`src/rtl/regfile_mp.sv`:
```
// Multi-read-port register file with valid/ready write port and hardware clear engine.
// Latency: reads are combinational; writes land at the accepting posedge; clear takes NUM_REGS cycles.
// Backpressure: wr_ready low while the clear engine runs (reset, clear_req); writer holds its request.
//
// Ports:
//   clk, rst_n             clock (posedge) and asynchronous active-low reset
//   rd_addr / rd_data      NUM_READ_PORTS packed read ports, port i at [i*W +: W]
//   wr_valid/wr_ready      write handshake, with wr_addr / wr_data
//   clear_req              request a full zeroing pass
//   busy / clear_done      engine active / one-cycle pulse after the last register is zeroed
// Optional feature: define REGFILE_BYPASS_EN to forward an in-flight write to matching read ports
// in the same cycle; otherwise reads return the pre-write value until after the posedge.

module regfile_mp #(
  parameter int DATA_WIDTH     = 16,
  parameter int ADDR_BITS      = 3,
  parameter int NUM_READ_PORTS = 2,
  parameter int ZERO_REG       = 1
) (
  input  logic                                 clk,
  input  logic                                 rst_n,
  input  logic [NUM_READ_PORTS*ADDR_BITS-1:0]  rd_addr,
  output logic [NUM_READ_PORTS*DATA_WIDTH-1:0] rd_data,
  input  logic                                 wr_valid,
  output logic                                 wr_ready,
  input  logic [ADDR_BITS-1:0]                 wr_addr,
  input  logic [DATA_WIDTH-1:0]                wr_data,
  input  logic                                 clear_req,
  output logic                                 busy,
  output logic                                 clear_done
);

  localparam int NUM_REGS = 2 ** ADDR_BITS;
  localparam logic [ADDR_BITS-1:0] LAST_REG = ADDR_BITS'(NUM_REGS - 1);

  typedef enum logic {
    S_CLEAR = 1'b0,
    S_READY = 1'b1
  } state_t;

  state_t                r_state;
  logic [ADDR_BITS-1:0]  r_clr_ptr;
  logic                  r_clear_done;
  logic [DATA_WIDTH-1:0] r_mem [NUM_REGS];

  logic w_busy;
  logic w_wr_fire;
  logic w_wr_keep;

  assign w_busy     = (r_state == S_CLEAR);
  assign busy       = w_busy;
  assign wr_ready   = (r_state == S_READY);
  assign clear_done = r_clear_done;
  assign w_wr_fire  = wr_valid && wr_ready;
  // Writes to register 0 complete the handshake but are dropped when it is hardwired.
  assign w_wr_keep  = w_wr_fire && !((ZERO_REG != 0) && (wr_addr == '0));

  // Clear engine. A clear_req mid-clear restarts the sweep from 0 and suppresses clear_done.
  always_ff @(posedge clk or negedge rst_n) begin
    if (!rst_n) begin
      r_state      <= S_CLEAR;
      r_clr_ptr    <= '0;
      r_clear_done <= 1'b0;
    end else begin
      r_clear_done <= 1'b0;
      case (r_state)
        S_CLEAR: begin
          if (clear_req) begin
            r_clr_ptr <= '0;
          end else begin
            // Wraps LAST_REG -> 0 naturally on exit.
            r_clr_ptr <= r_clr_ptr + 1'b1;
            if (r_clr_ptr == LAST_REG) begin
              r_state      <= S_READY;
              r_clear_done <= 1'b1;
            end
          end
        end
        default: begin
          if (clear_req) begin
            r_state   <= S_CLEAR;
            r_clr_ptr <= '0;
          end
        end
      endcase
    end
  end

  // Storage has no reset so it maps onto RAM; rst_n only gates the write enables
  // so a write in flight when reset asserts is dropped.
  always_ff @(posedge clk) begin
    if (rst_n) begin
      if (w_busy) begin
        r_mem[r_clr_ptr] <= '0;
      end else if (w_wr_keep) begin
        r_mem[wr_addr] <= wr_data;
      end
    end
  end

  for (genvar gi = 0; gi < NUM_READ_PORTS; gi++) begin : g_rd
    logic [ADDR_BITS-1:0]  w_addr;
    logic [DATA_WIDTH-1:0] w_dat;

    assign w_addr = rd_addr[gi*ADDR_BITS +: ADDR_BITS];

    always_comb begin
      w_dat = r_mem[w_addr];
      if ((ZERO_REG != 0) && (w_addr == '0)) begin
        w_dat = '0;
      end
`ifdef REGFILE_BYPASS_EN
      else if (w_wr_fire && (wr_addr == w_addr)) begin
        w_dat = wr_data;
      end
`endif
      // Array contents are undefined until the first sweep finishes, so hide them while busy.
      if (w_busy) begin
        w_dat = '0;
      end
    end

    assign rd_data[gi*DATA_WIDTH +: DATA_WIDTH] = w_dat;
  end

endmodule

```
`config.mk`:
```
export PLATFORM = sky130hd
export DESIGN_NAME = regfile_mp
export DESIGN_NICKNAME = d
export VERILOG_FILES = /design/src/rtl/regfile_mp.sv
export SDC_FILE = /design/constraint.sdc
export NUM_CORES = 1
export LEC_CHECK = 0
export CAP_MARGIN = 20
export CORE_AREA = 2 2 96 167
export DETAILED_ROUTE_END_ITERATION = 6
export DIE_AREA = 0 0 98 169
export PLACE_DENSITY_LB_ADDON = 0.2
export SLEW_MARGIN = 20
export SYNTH_ARGS = -nofsm -noshare
export SYNTH_HDL_FRONTEND = slang
export SYNTH_SLANG_ARGS = --single-unit
```
`constraint.sdc`:
```
create_clock -name clk -period 5.4 [get_ports clk]
set_clock_uncertainty 0.2 [all_clocks]
set_input_delay 1.08 -clock clk [delete_from_list [all_inputs] [get_ports clk]]
set_output_delay 1.08 -clock clk [all_outputs]
set_load 0.1 [all_outputs]
```
==> results.json <==
{
  "period_share_pct": 82.7,
  "globalplace.congestion": 0.761,
  "cpPeakStageDelay_ps": 830,
  "status": "complete, no violations",
  "die_area_um2": 16600,
  "cts_buffer_depth": 2,
  "holdWs_ps": 408,
  "place_inst": 619,
  "rsz0062_at_grt": "no",
  "vias_per_cell": 5.73,
  "path_cells": "clkdlybuf4s50_1 -> buf_4 -> mux2_1 -> a221oi_1 -> nor3_1 -> buf_12",
  "whs_path_depth": 2,
  "p_per_area_nw_per_um2": 296,
  "crit_required_ps": 4120,
  "synthCells": 379,
  "regToRegEndpoint": "r_mem[5][7]",
  "path_clk_slew_ps": 60,
  "postRouteAntennaNets": 0,
  "syn_avg_cell_area_um2": 15.3,
  "synth_xor_area_share_pct": 0,
  "rr_startpoint": "wr_ready",
  "ys_warn_count": 0,
  "period_minus_slack_ps": 4470,
  "clock-sinks": 117,
  "drive_gt1_share_pct": 31.8,
  "max_freq_mhz": 224,
  "clkPwrFrac_pct": 47.2,
  "cp.arrival_ps": 3190,
  "grt_pass1_vias": 3983,
  "firstDrtPassIters": 4,
  "diodes": 0,
  "synth_most_common_cell": "edfxtp_1",
  "post-route-util_pct": 49.3,
  "p_sw_mw": 0.478,
  "cts_buffers": 17,
  "place_ws_ps": 926,
  "synthFlopType": "edfxtp_1",
  "grt_pass1_wl_mm": 22.5,
  "final_area_um2": 7510,
  "cpMaxStageDelayCell": "clkdlybuf4s50_1",
  "ctsRootBufferMaster": "clkbuf_16",
  "drt_wl_total_mm": 14.8,
  "seqPwrFrac_pct": 45.3,
  "core-area_um2": 15200,
  "synth-async-reset-ratio_pct": 4.27,
  "slew_viol_final": 0,
  "setup.worst_path.end_class": "output pin",
  "p_comb_share_pct": 7.5,
  "synth_area_leaders": "edfxtp_1 (58%), mux4_2 (7.8%), mux2_2 (7.0%)",
  "crit_fanout": 11,
  "sw_frac_of_total_pct": 21.5,
  "clock_latency_ps": 410,
  "drc": 0,
  "fin_nets": 483,
  "critPathKind": "input port to output pin",
  "syn_to_final_growth_pct": 29.7,
  "relSlewSlack_pct": 35.0,
  "tritoncts": "yes",
  "grtUsageTotal_pct": 18.4,
  "ys_types": 34,
  "holdPathEnd": "r_clr_ptr[0]",
  "grt_max_degree": 28,
  "yosys.area_share.simple_pct": 7.59,
  "leakagePower_nw": 2.73,
  "hold_path_class": "register to register",
  "finalSetupViolCount": 0,
  "grt_overflow": 0,
  "post-dp-hpwl_mm": 9.69,
  "cts_resized": 0,
  "hp-start": "r_clr_ptr[0]",
  "synth_area_um2": 5790,
  "vias": 3732,
  "port_buffers": 63,
  "tightest_slew_ps": 972,
  "ir_worst_vdd_mv": 0.246,
  "synth_fa_ha_area_share_pct": 0.432,
  "ys_seq_area_share_pct": 60.3,
  "layout.cells.non_filler": 651,
  "power_mw": 2.22,
  "synth_seq_cells": 117,
  "postCtsSetupRepairBufs": 0,
  "synth_edf_count": 112,
  "rrSetupSlack_ps": 2840,
  "hold_buffers": 0,
  "seq_area_um2": 3490,
  "chipWidth_um": 98,
  "synthTopCellsByCount": "edfxtp_1 (112), mux2_2 (36), a221oi_1 (29)",
  "core.rowCount": 60,
  "max-cap-violations": 0,
  "antenna_found_initial": 0,
  "nFillCells": 1300,
  "drtIter0Drc": 192,
  "p_int_mw": 1.74,
  "wl_per_cell_um": 22.7,
  "yosys.area.top_type_share_pct": 58.1,
  "yosys.area.top_type": "edfxtp_1",
  "start_kind": "input port",
  "fin_ws_ps": 933,
  "r2r.worst_path.cells": 4,
  "tns_ps": 0,
  "synth_nets": 410,
  "die_y_um": 169,
  "initial_core_util_pct": 38.0,
  "htreeDepth": 4,
  "synth_compound_area_share_pct": 8.34,
  "multi_input_area_um2": 2120,
  "synthMuxAreaShare_pct": 19.6,
  "hold_violations": 0,
  "placed_area_um2": 6960,
  "ios": 64,
  "synth_top_family_by_area": "multiplexers"
}
-- area by class of cell --
type | instances | area share (%)
flip-flops and latches | 117 | 46.5
multi-input cells | 229 | 28.2
repair buffers | 85 | 14.8
clock buffers | 20 | 5.82
well taps | 186 | 3.10
clock inverters | 12 | 1.50
inverters | 2 | 0.100
-- worst max-delay path by stage --
stage,from,to,slack (ps)
finish,rd_addr[4],rd_data[19],930
floorplan,wr_ready,rd_data[10],-110
global route,rd_addr[3],rd_data[25],840
detailed placement,rd_addr[4],rd_data[27],930
CTS,rd_addr[4],rd_data[27],930
global placement,rd_addr[3],rd_data[25],920
-- logic make-up (layout without fill, tap and decap cells) --
family	after synthesis	in the layout
flops	117	117
compound gates	63	63
fa+ha+maj	2	2
mux	82	82
simple gates	82	82
buf+inv	33	119
-- state kept, by name (all words and copies together), names as in the netlist --
| register | count |
|---|---|
| r_mem | 112 |
| r_clr_ptr | 3 |
| clear_done | 1 |
| wr_ready | 1 |
-- per-layer routing --
metal	vias to the layer above	GRT usage, %	part of all wire, %
li1	1688	-	-
met1	1874	20.8	36
met2	147	33.1	55
met3	23	4.25	6.4
met4	0	7.79	2.1
met5	-	0	0
-- layout by cell type (no fill, tap or decap), types with 6 or more instances in the layout --
cell	n
o21ai_0	6
clkinv_2	6
nor3_2	7
edfxtp_1	112
buf_12	32
o22ai_1	8
a221oi_1	29
buf_4	22
mux2_1	13
mux2i_1	12
nor3_1	20
clkdlybuf4s50_1	30
nor2_1	14
nor2b_1	13
mux2_2	36
clkbuf_16	17
o21ai_1	6
and2_1	16
mux4_2	20
-- power by group through the flow --
stage	Combinational [mW]	Clock (mW)	Sequential (mW)
after global routing	0.180	1.11	1.01
after CTS	0.169	1.06	1.01
final	0.167	1.05	1.01
after global placement	0.166	0	1.02
after detailed placement	0.168	0	1.02
after floorplan	0.107	0	1.02
-- critical path, delay by kind of cell --
kind            cells  cell delay (ps)
simple gates        1              150
compound gates      1              290
buf+inv             3             1310
mux                 1              330
No activity file was read; power rests on OpenSTA's default activity.
